**src/rtl/pixel_word_packer.sv**
```systemverilog
// pixel_word_packer
// Sits after the camera capture/normalisation stage. Each accepted 9-bit pixel
// is zero-extended into a 16-bit lane, and 16 lanes are collected into one
// 256-bit word. A 28x28 frame (784 pixels) therefore produces 49 words, which
// are written to consecutive DMEM addresses starting at BASE_ADDR. The block
// arms once per CPU enable period. It then holds img_done until the CPU drops
// enable.
//
// Ports
//   CLOCK_50     system clock, every register is posedge
//   rst_n        asynchronous active-low reset
//   enable       CPU request: capture and pack one image while high
//   frame_start  one-cycle pulse, the first pixel of a new frame follows
//   pxl_valid    pxl_data carries a pixel this cycle
//   pxl_data     normalised pixel
//   dmem_wren    DMEM write strobe, one cycle per completed word
//   dmem_wraddr  DMEM word address of the current write
//   dmem_wrdata  packed word; it changes only when a word completes
//   img_done     level: all pixels of the image have been written
//   busy         high while ARMED or FILL

module pixel_word_packer #(
   parameter int PXL_W         = 9,
   parameter int LANE_W        = 16,
   parameter int PXLS_PER_WORD = 16,
   parameter int NUM_PXLS      = 784,
   parameter int ADDR_W        = 7,
   parameter int BASE_ADDR     = 0
) (
   input  logic                              CLOCK_50,
   input  logic                              rst_n,
   input  logic                              enable,
   input  logic                              frame_start,
   input  logic                              pxl_valid,
   input  logic [PXL_W-1:0]                  pxl_data,
   output logic                              dmem_wren,
   output logic [ADDR_W-1:0]                 dmem_wraddr,
   output logic [LANE_W*PXLS_PER_WORD-1:0]   dmem_wrdata,
   output logic                              img_done,
   output logic                              busy
);

   localparam int WORD_W  = LANE_W * PXLS_PER_WORD;
   localparam int LANE_IW = $clog2(PXLS_PER_WORD);
   localparam int CNT_W   = $clog2(NUM_PXLS);

   localparam logic [LANE_IW-1:0] LAST_LANE = LANE_IW'(PXLS_PER_WORD - 1);
   localparam logic [CNT_W-1:0]   LAST_PXL  = CNT_W'(NUM_PXLS - 1);
   localparam logic [ADDR_W-1:0]  BASE      = ADDR_W'(BASE_ADDR);

   typedef enum logic [1:0] {
      IDLE,
      ARMED,
      FILL,
      DONE
   } state_t;

   state_t              state_q,   state_d;
   logic [CNT_W-1:0]    count_q,   count_d;
   logic [LANE_IW-1:0]  lane_q,    lane_d;
   logic [WORD_W-1:0]   fill_q,    fill_d;
   logic [ADDR_W-1:0]   addr_q,    addr_d;
   logic                wren_q,    wren_d;
   logic [ADDR_W-1:0]   wraddr_q,  wraddr_d;
   logic [WORD_W-1:0]   wrdata_q,  wrdata_d;
   logic                done_q,    done_d;
   logic [WORD_W-1:0]   word;

   // State register plus all datapath registers. Reset is asynchronous, so a
   // write that is registered but not yet seen is dropped at once.
   always_ff @(posedge CLOCK_50 or negedge rst_n) begin
      if (!rst_n) begin
         state_q  <= IDLE;
         count_q  <= '0;
         lane_q   <= '0;
         fill_q   <= '0;
         addr_q   <= BASE;
         wren_q   <= 1'b0;
         wraddr_q <= BASE;
         wrdata_q <= '0;
         done_q   <= 1'b0;
      end else begin
         state_q  <= state_d;
         count_q  <= count_d;
         lane_q   <= lane_d;
         fill_q   <= fill_d;
         addr_q   <= addr_d;
         wren_q   <= wren_d;
         wraddr_q <= wraddr_d;
         wrdata_q <= wrdata_d;
         done_q   <= done_d;
      end
   end

   // Next-state and datapath logic. The write strobe defaults low, so it lasts
   // a single cycle. A write registered on the previous edge still reaches
   // DMEM, even if enable falls in the same cycle. Whenever we restart or
   // abort, the fill register is cleared so that no partial word can leak
   // into a later write.
   always_comb begin
      state_d  = state_q;
      count_d  = count_q;
      lane_d   = lane_q;
      fill_d   = fill_q;
      addr_d   = addr_q;
      wren_d   = 1'b0;
      wraddr_d = wraddr_q;
      wrdata_d = wrdata_q;
      done_d   = done_q;
      word     = fill_q;

      case (state_q)
         IDLE: begin
            if (enable && !done_q) begin
               state_d = ARMED;
            end
         end

         ARMED: begin
            if (!enable) begin
               state_d = IDLE;
            end else if (frame_start) begin
               state_d = FILL;
               count_d = '0;
               lane_d  = '0;
               addr_d  = BASE;
               fill_d  = '0;
            end
         end

         FILL: begin
            if (!enable) begin
               state_d = IDLE;
               count_d = '0;
               lane_d  = '0;
               fill_d  = '0;
            end else if (frame_start) begin
               // A new frame starts over at the first address. Any pixel
               // presented in this same cycle is dropped.
               count_d = '0;
               lane_d  = '0;
               addr_d  = BASE;
               fill_d  = '0;
            end else if (pxl_valid) begin
               word[lane_q*LANE_W +: LANE_W] = LANE_W'(pxl_data);
               fill_d  = word;
               count_d = count_q + 1'b1;
               lane_d  = lane_q + 1'b1;
               if (lane_q == LAST_LANE) begin
                  wren_d   = 1'b1;
                  wraddr_d = addr_q;
                  wrdata_d = word;
                  addr_d   = addr_q + 1'b1;
                  lane_d   = '0;
                  fill_d   = '0;
               end
               // The frame holds a whole number of words, so the last pixel is
               // always a lane-15 pixel. img_done therefore rises together
               // with the final write strobe.
               if (count_q == LAST_PXL) begin
                  state_d = DONE;
                  done_d  = 1'b1;
               end
            end
         end

         DONE: begin
            if (!enable) begin
               state_d = IDLE;
               done_d  = 1'b0;
            end
         end

         default: begin
            state_d = IDLE;
         end
      endcase
   end

   assign dmem_wren   = wren_q;
   assign dmem_wraddr = wraddr_q;
   assign dmem_wrdata = wrdata_q;
   assign img_done    = done_q;
   assign busy        = (state_q == ARMED) || (state_q == FILL);

endmodule

```
**config.mk**
```make
export PLATFORM = sky130hd
export DESIGN_NAME = pixel_word_packer
export DESIGN_NICKNAME = d
export VERILOG_FILES = /design/src/rtl/pixel_word_packer.sv
export SDC_FILE = /design/constraint.sdc
export NUM_CORES = 1
export LEC_CHECK = 0
export CAP_MARGIN = 20
export CORE_MARGIN = 10
export CORE_UTILIZATION = 50
export DETAILED_ROUTE_END_ITERATION = 6
export MAX_ROUTING_LAYER = met4
export PLACE_DENSITY = 0.71
export SLEW_MARGIN = 20
export SYNTH_ARGS = -nofsm -noshare
export SYNTH_HDL_FRONTEND = slang
export SYNTH_SLANG_ARGS = --single-unit
```
**constraint.sdc**
```tcl
create_clock -name CLOCK_50 -period 3.3 [get_ports CLOCK_50]
set_input_delay 0.66 -clock CLOCK_50 [delete_from_list [all_inputs] [get_ports CLOCK_50]]
set_output_delay 0.66 -clock CLOCK_50 [all_outputs]
set_load 0.03 [all_outputs]
```
## Word level (Yosys, flattened, before mapping)

Cells that the tools add are included.
W data, S select, Z words.

- Register bits: 544
- Bits of input ports: 14
- Output and inout bits: 266
- Word-level logic and storage cells: 95

- Add/sub/neg operators: 4
- Equal/unequal tests: 20
- Shift operators: 2
- Multiplexer cells: 48
- Bitwise operators: 1
- Reduce and logical (&&, ||, !) cells: 11

Operator list:

| cell | number |
|---|---|
| $mux W256 | 6 |
| $pmux W256 S2 | 1 |
| $bwmux W256 | 1 |
| $shift A16 B34 Y256 const A | 1 |
| $shiftx A16 B34 Y256 | 1 |
| $mux W10 | 5 |
| $mux W7 | 6 |
| $neg A8 Y34 | 1 |
| $mux W4 | 6 |
| $pmux W10 S2 | 1 |
| $ne A3 B3 Y1 const B | 6 |
| $reduce_and A6 Y1 | 3 |
| $mux W2 | 8 |
| $ne A2 B2 Y1 const B | 8 |
| $pmux W7 S2 | 1 |
| $add A10 B1 Y10 const B | 1 |
| $eq A10 B10 Y1 const B | 1 |
| $mux W1 | 10 |
| $pmux W2 S4 | 1 |
| $pmux W4 S2 | 1 |
| $add A7 B1 Y7 const B | 1 |
| $reduce_and A5 Y1 | 1 |
| $add A4 B1 Y4 const B | 1 |
| $eq A2 B2 Y1 const B | 2 |
| 11 further kinds | 12 |

## Logic depth before layout (Yosys ltp)

Gate-level depths: netlist (run 1).

- Depth in word-level cells: 8
- Gate-level depth with buffers: 12
- Mapped depth without buffers: 7

## Worst setup path before layout (run 1)

OpenSTA, ideal clock, no wires.

- Kind: flip-flop to flip-flop
- From: register lane_q[2]
- To: register fill_q[182]
- Setup time: 0.121 ns
- Arrival time: 2.574 ns
- Data required time: 3.179 ns
- Slack: 0.605 ns
- Stages on the path, launching flop included: 11
- Path buffers: 3
- Clock period less this slack: 2.695 ns
- Cells stage by stage: dfrtp_1 > buf_2 > buf_2 > nor3_1 > ha_1 > nor2_1 > nand2_1 > nor2_2 > o21ai_2 > clkbuf_1 > a22o_1

- Word-level cells in the longest chain between the ends: 8
- Elaborated cells between the ends (all ways): 10
- Those cells by class: 1 x add/sub; 1 x eq/ne; 2 x shift; 6 x mux

Ends and longest elaborated chain:

| item | line | text |
|---|---|---|
| from (decl) | 60 | `logic [LANE_IW-1:0] lane_q, lane_d;` |
| from (signal assigned) | 85 | `lane_q <= lane_d;` |
| $neg A8 Y34 | 145 | `word[lane_q*LANE_W +: LANE_W] = LANE_W'(pxl_data);` |
| $shiftx A16 B34 Y256 / $shift A16 B34 Y256 (equally long branches) | 145 |  |
| $bwmux W256 | 145 |  |
| $mux W256 * | 149 | `if (lane_q == LAST_LANE) begin` |
| $mux W256 * | 144 | `end else if (pxl_valid) begin` |
| $mux W256 * | 137 | `end else if (frame_start) begin` |
| $mux W256 * | 132 | `if (!enable) begin` |
| $pmux W256 S2 * | 112 | `case (state_q)` |
| to (signal assigned) | 86 | `fill_q <= fill_d;` |
| to (decl) | 61 | `logic [WORD_W-1:0] fill_q, fill_d;` |

Mark *: on every way between the ends. The rest lies on a longest branch, timed or not. The select of a mux whose other input is x is not followed.
A chain may end at the register's enable or synchronous reset.

## Worst setup path after layout (run 1)

- From: register lane_q[0]
- To: register fill_q[9]

Same word-level chain as after synthesis.

==> results.txt, run 1 <==
The tools report the critical path startpoint category as a flop. The boundary pin count was 280; the post-cts hold buffer count was 0. The run gives 0 as the max-capacitance violation count. In the final routed layout, each cell accounts on average for 19.63 um. STA classifies the critical path endpoint as a flop. The clock net in this run drives a total of 544 sinks. In this run the cell area of the synthesized design comes to 21,760 um2.

The final-layout setup total negative slack came out at 0 ns. Relative to the synthesized area, the layout overhead comes to 24.43%. For the critical path data required time, the log shows 3.80 ns. For this block, wires on met1 add up to 26,090 um.

After synthesis the netlist holds a flip-flop and latch count of 544. The routed wire length was 57,800 um; the slack of the worst reg-to-reg path was 0.43 ns. TritonCTS built the clock tree. A synthesized cell averages 10.52 um2. The top routing layer in use was met4. The run gives 0 as the total setup buffers inserted after CTS. After clock tree synthesis, the clock-pin slew on the worst setup and hold paths is 0.06 ns.

Root buffer cell: sky130_fd_sc_hd__clkbuf_16. The width of the chip is 228.6 um. The critical path start-end classification was reg2reg. The hold violation total from the final report came out at 0. Broken down by cell family, the worst path's largest delay share belongs to simple AND/OR/NAND/NOR gates. In this run the critical register-to-register path is launched from lane_q[0].

The number of gates resized after CTS was 0. Summed over all nets, wire length on met2 after detailed routing comes to 26,570 um. The logs give 2,847 for the placed cell count and 3 for the number of buffers between clock root and the deepest sink. The detail route stage leaves a number of antenna-violating nets equal to 0. After floorplanning, the core was sized to cover 43,080 um2.

The shortest period the worst path allows came out at 2.869 ns. The number of nets handed over by synthesis was 2,092. The first-pass iteration count of the detailed router was 5.

The netlist uses 55 different library cells. In this run, the number of DRC markers left after iteration 0 of detailed routing was 1,243. The run finished with clean final reports. The final critical-path share of the clock period was 86.92%; the worst-skew pair later-pin latency was 0.61 ns.

At the pin with the least slew margin, the transition time is 0.7458 ns. In this run the static leakage power is 12.74 nW. Headroom to the max-slew limit came out at 50.28%. The wire length on met3 came out at 3663 um. The number of placement rows came out at 76. The logs give 0 for the number of setup violations in the final report and 1 for the initial antenna violation count. Traced cell by cell, the critical path runs through inv_1, ha_1, or3b_2, or4_4, a21oi_1, buf_4, and2b_1. The tools report the final instance count without filler cells as 2,944. Global routing used 22.57% of the available tracks across all layers. Entering global routing, the biggest net connects 108 pins.

During placement, the flow inserted port buffers numbering 279. The routed layout has 15,880 vias. For this run, the number of Yosys warnings is 0. The via count of the first global-routing pass is 15,910. For this run, the top clock speed supported by timing is 348.6 MHz. The number of pins exceeding their max-slew limit in the final report is 0, and the die area is 52,270 um2. Once detailed placement completed, the half-perimeter wirelength came to 39,730 um.

After technology mapping, the gate count stands at 2,068. The start point of the critical path was lane_q[0]. The type of the most critical hold path was in2async. Longest individual stage delay on the worst path: 0.58 ns.

The tools report the wire length of the first global-routing pass as 92,520 um. The repair_antennas step left the layout with diodes totalling 0. Together, buffers and inverters on the worst path number 2.

The clock tree synthesis step divided the H-tree into 2 levels. On the final layout, the worst hold slack is 0.04093 ns. The tools report the remaining global-route overflow as 0. The initial utilization of the core area, before any placement, comes to 50.52%. The fill cell instance count of the final layout is 3,426.

Setup repair after global routing left no endpoint under its margin. The top fanout value on the critical path is 13. After detailed routing, the number of remaining DRC violations is 0.

At the end of routability-driven placement, the weighted congestion stood at 0.8802. The floorplan step set the die height to 228.6 um. The share of the Yosys chip area taken by registers is 62.55%. The slowest stage cell on the critical path was sky130_fd_sc_hd__dfrtp_1. The power density of the placed cells was 527.4 nW/um2; the maximum vdd ir drop was 0.3725 mV. Dividing the detail-routed via count by the number of cells gives 5.395. The tools report the number of clock buffers inserted by TritonCTS as 54. The clock arrives with 0.01584 ns of skew. The total number of nets in the final design is 2,342. Data arrives at the worst endpoint at 3.37 ns. The fraction of final layout cells sized beyond drive strength 1 is 7.164%.
worst paths after layout:
kind                                     to  depth (start not counted)
hold reg to reg             dmem_wrdata[14]                          2
setup reg to reg                  fill_q[9]                          7
setup / recovery                  fill_q[9]                          7
min in group CLOCK_50       dmem_wrdata[14]                          2
hold / removal               dmem_wrdata[9]                          1
max in group asynchronous  dmem_wrdata[153]                          2
through the flow:
| stage | util [%] | cell area, um2 | worst slack, ns | power [mW] |
|---|---|---|---|---|
| after detailed placement | 58.71 | 25290 | 0.1301 | 8.189 |
| after global routing | 62.86 | 27080 | 0.2594 | 14.83 |
| after floorplan | - | 21760 | 0.6047 | 7.607 |
| after CTS | 62.86 | 27080 | 0.4249 | 14.41 |
| final | 62.86 | 27080 | 0.4315 | 14.28 |
| after global placement | 58.71 | 25290 | 0.2048 | 8.160 |
layout make-up:
cell class | instances | area [um2] | area share [%]
inverter | 11 | 43.79 | 0.1617
sequential | 544 | 13610 | 50.27
multi-input combinational | 1371 | 7540 | 27.84
clock buffer | 77 | 1538 | 5.678
timing repair buffer | 336 | 3363 | 12.42
clock inverter | 20 | 250.2 | 0.9241
tap | 585 | 732.0 | 2.703
Yosys cell counts (all sizes together):
cell	instances	area (um2)
a21o	10	75.07
and3	9	56.30
nor3b	2	15.01
nand2	485	1823
buf	37	186.4
o22ai	1	6.260
o21a	1	7.510
a22o	72	630.6
nand4	9	56.30
nand4b	1	8.760
o21ai	246	1239
a21boi	1	7.510
o2bb2ai	18	157.7
or3	9	66.31
xor2	11	96.34
nand3	81	415.4
nor2b	8	50.05
a32o	3	30.03
mux2i	100	1001
nor4	1	6.260
xnor2	1	8.760
or2	4	25.03
a31o	1	8.760
o211ai	2	25.02
nor3	7	46.30
and2	128	800.8
nor2	85	346.6
mux2	2	22.52
a211oi	1	7.510
o31ai	1	7.510
o41ai	1	8.760
or3b	2	17.52
inv	11	41.29
clkbuf	105	396.6
nand3b	1	20.02
or4	1	11.26
ha	10	125.1
a31oi	2	12.51
a21oi	49	245.2
and2b	4	30.03
dfrtp	544	13610
and3b	1	8.760
power breakdown:
part	total [mW]	internal (mW)	switching [mW]
logic	1.35	0.300	1.05
registers	6.71	6.69	0.0204
clock network	6.22	3.63	2.59
flip-flops by register name (all words and copies together) (netlist names):
signal       cells
state_q          2
count_q         10
fill_q         256
dmem_wren        1
dmem_wraddr      7
img_done         1
addr_q           7
dmem_wrdata    256
lane_q           4
cell families (layout without fill, tap and decap cells):
logic type                 Yosys count  count (layout)  synth area share, %
muxes                              102             102                4.703
DFF                                544             544                62.55
xor gates and xnor gates            12              12               0.4829
buffers and inverters              153             444                2.869
and+or+nand+nor                    838             838                17.48
adders and majority gates           10              10               0.5749
AOI/OAI and AO/OA                  409             409                11.34
cells in the final DEF, fill, tap and decap left out, types with 49 or more instances in the layout:
master,count
sky130_fd_sc_hd__dfrtp_1,544
sky130_fd_sc_hd__nand2_1,484
sky130_fd_sc_hd__clkdlybuf4s50_1,278
sky130_fd_sc_hd__o21ai_0,222
sky130_fd_sc_hd__and2_1,128
sky130_fd_sc_hd__mux2i_1,100
sky130_fd_sc_hd__nand3_1,79
sky130_fd_sc_hd__nor2_1,78
sky130_fd_sc_hd__a22o_1,72
sky130_fd_sc_hd__clkbuf_16,54
sky130_fd_sc_hd__a21oi_1,49
worst register-to-register path, stage by stage, from the launching register on:
cell	delay, ns
sky130_fd_sc_hd__dfrtp_1	0.58
sky130_fd_sc_hd__inv_1	0.09
sky130_fd_sc_hd__ha_1	0.40
sky130_fd_sc_hd__or3b_2	0.47
sky130_fd_sc_hd__or4_4	0.55
sky130_fd_sc_hd__a21oi_1	0.29
sky130_fd_sc_hd__buf_4	0.21
sky130_fd_sc_hd__and2b_1	0.19
metal layers:
| layer | vias to the layer above | track usage [%] |
|---|---|---|
| met2 | 466 | 33.63 |
| met3 | 91 | 4.914 |
| met4 | 0 | 6.853 |
| li1 | 7441 | - |
| met5 | - | - |
| met1 | 7884 | 30.55 |
(Power assumes the default switching activity.)
==> run 2: changes to the inputs <==
==> constraint.sdc (replaced) <==
create_clock -name CLOCK_50 -period 3.3 [get_ports CLOCK_50]
set_input_delay 0.99 -clock CLOCK_50 [delete_from_list [all_inputs] [get_ports CLOCK_50]]
set_output_delay 0.99 -clock CLOCK_50 [all_outputs]
set_load 0.03 [all_outputs]
==> results.txt, run 2 (synthesis results as in run 1) <==
The run finished with clean final reports. After layout, the design draws a total of 14.13 mW. For the fill cell instance count of the final layout, the log shows 3,460. Once detailed placement completed, the half-perimeter wirelength came to 39,730 um. In this run, the number of DRC markers left after iteration 0 of detailed routing was 1,237. The number of cells on the worst reg-to-reg path is 7.

The top cell family by delay on the critical path is buffers and inverters. For the finished layout, the period the worst path requires is 3.056 ns. Leakage power summed over all cells: 12.78 nW. The width of the chip came out at 228.6 um. In the layout the commonest cells are sky130_fd_sc_hd__dfrtp_1 (544), sky130_fd_sc_hd__nand2_1 (484), sky130_fd_sc_hd__clkdlybuf4s50_1 (278). The library cell used most frequently in the layout, excluding fill and tap cells, is sky130_fd_sc_hd__dfrtp_1.

The logs give 0 for the number of pins exceeding their max-slew limit in the final report and 2.07 ns for the critical path arrival. The area of the multi-input gates is 7540 um2. The critical path start-end classification is reg2out. The logs give 43,080 um2 for the area of the core region and 0 for the remaining antenna violation count.

From synthesis to final layout, the design area changed by 24.77%. In this run the core area contains 76 standard-cell rows. For the final routed database, the setup TNS stands at 0 ns.

The detail-routed net length per standard cell came out at 19.50 um. For the via count of the first global-routing pass, the log shows 16,110. In this run the tightest slew margin relative to its limit is 55.36%. Type of the most critical hold path: in2async. The run gives 0 as the final antenna diode count. The congestion estimate from routability-driven global placement came to 0.8909.

The logic depth of the worst path, buffers included came out at 3. The tools report the critical path startpoint category as a flop. The top fanout value on the critical path was 4.

For the hold violation total from the final report, the log shows 0. 280 I/O pins were placed. Across the routed clock network, the largest skew measured is 0.01875 ns.

The run gives 2 as the H-tree level count. The tools report the die area as 52,270 um2. The run gives 2,352 as the total number of nets in the final design. The maximum number of pins on one net before global-route repair is 123, and the critical path buffer and inverter count is 2. The worst setup path endpoint is busy.

Of the cells placed in the final design, the portion with a size suffix greater than 1 is 7.351%. The wire length of the first global-routing pass was 92,680 um. In this run the critical register-to-register path is captured at fill_q[8]. After clock tree synthesis, the clock-pin slew on the worst setup and hold paths is 0.06 ns.

Summing all flip-flop and latch instances after layout gives 13,610 um2. The worst path uses 92.60% of the clock period. The slowest stage cell on the critical path is sky130_fd_sc_hd__clkdlybuf4s50_1. Input and output buffers added on the ports amount to 279. Setup repair after global routing left no endpoint under its margin.

The initial antenna violation count is 0. STA classifies the critical path endpoint as an output port. The total overflow left after global routing is 0.

The overall die height is 228.6 um, and the number of clock buffers inserted by TritonCTS is 54. The startpoint identified for the worst register-to-register timing path is lane_q[0]. Clock tree synthesis found a total of 544 sinks. Setup violations remaining at the end of the flow were counted as 0.

For this run, the total global-route usage over all layers was measured as 22.61%. The logs give 0 for the post-CTS resize count and 5 for the first-pass iteration count of the detailed router. For this block, the routed nets add up to 57,580 um of wire. In this run the register-to-register setup slack is 0.43 ns. For the number of buffers between clock root and the deepest sink, the log shows 3.

On the worst path, the slowest cell contributes a delay of 0.68 ns. IR analysis of the VDD net gives a maximum drop of 0.3670 mV. For this block, the via count after detailed routing is 15,870. The starting density of the core was 50.52%; the highest attainable clock frequency was 327.3 MHz. The tool flagged a number of max-cap violations equal to 0. For the worst-skew pair, the clock arrives at the later sink with an insertion delay of 0.59 ns. After detailed routing, the number of vias per cell comes to 5.374. TritonCTS built the clock tree.

Tracing the worst setup path back leads to its startpoint at state_q[0]. In the routed design, unresolved DRC markers number 0. The critical path goes through inv_1, ha_1, clkdlybuf4s50_1. Data on the critical path is required at its endpoint by 2.31 ns. The tools report the total setup buffers inserted after CTS as 0. Root buffer cell: sky130_fd_sc_hd__clkbuf_16. Dividing total power by cell area gives a power density of 520.3 nW/um2.

For the pin with the worst max-slew slack, the measured transition is 0.6695 ns. The post-cts hold buffer count was 0.
==> run 2: cell types whose count changed in the layout (fill, tap and decap cells not counted) <==
| cell | delta |
|---|---|
| sky130_fd_sc_hd__buf_12 | +5 |
| sky130_fd_sc_hd__buf_4 | +5 |
| sky130_fd_sc_hd__clkbuf_1 | +3 |
| sky130_fd_sc_hd__bufinv_16 | -2 |
| sky130_fd_sc_hd__clkbuf_16 | +1 |
| sky130_fd_sc_hd__clkinv_2 | -1 |
| sky130_fd_sc_hd__clkinv_4 | -1 |
| sky130_fd_sc_hd__clkinv_8 | -1 |
| sky130_fd_sc_hd__inv_6 | -1 |
==> run 2: through the flow <==
| step | util, % | std cells | cell area (um2) | hold slack (ns) | worst slack, ns |
|---|---|---|---|---|---|
| detailed placement | 59.03 | 2857 | 25430 | 0.4545 | 0.02284 |
| global placement | 59.03 | 2857 | 25430 | 0.4495 | 0.07967 |
| finish | 63.04 | 2952 | 27150 | 0.3626 | 0.2444 |
| CTS | 63.04 | 2952 | 27150 | 0.3672 | 0.1862 |
| global route | 63.04 | 2952 | 27150 | 0.3686 | 0.1522 |
| floorplan | - | 2068 | 21760 | 0.4309 | 0.5892 |
==> run 2: layer usage <==
layer	GRT usage [%]	vias to the layer above	routed length [um]
li1	-	7461	-
met1	29.73	7923	25330
met2	35.14	410	27290
met3	5.560	71	4023
met4	4.832	0	927
met5	-	-	0
==> run 2: worst min-delay path by stage <==
stage | start | to | slack [ns]
3_5_place_dp | dmem_wrdata[157] | dmem_wrdata[157] | 0.45
5_1_grt | rst_n | fill_q[237] | 0.37
4_1_cts | rst_n | fill_q[237] | 0.37
3_3_place_gp | dmem_wrdata[27] | dmem_wrdata[27] | 0.45
2_1_floorplan | fill_q[10] | dmem_wrdata[10] | 0.43
6_report | rst_n | dmem_wrdata[235] | 0.36
==> run 2: area by class of cell <==
type	count	area share, %
repair buffers	346	12.89
well taps	585	2.695
clock inverters	14	0.5575
flip-flops and latches	544	50.13
inverters	11	0.1613
multi-input cells	1371	27.77
clock buffers	81	5.796
==> run 2: where the power goes <==
| group | switching, mW | internal, mW | leakage (nW) |
|---|---|---|---|
| Combinational | 1.08 | 0.338 | 4.33 |
| Sequential | 0.0211 | 6.69 | 7.60 |
| Clock | 2.49 | 3.51 | 0.851 |
| Total | 3.59 | 10.5 | 12.8 |
==> run 2: worst reg2reg max path, delay by kind of cell (launching register included) <==
kind / cells / cell delay (ns)
flip-flops: 1 / 0.57
AO/OA/AOI/OAI: 1 / 0.32
buffers and inverters: 1 / 0.09
adder cells (fa/ha/maj): 1 / 0.41
AND/OR/NAND/NOR: 4 / 1.36
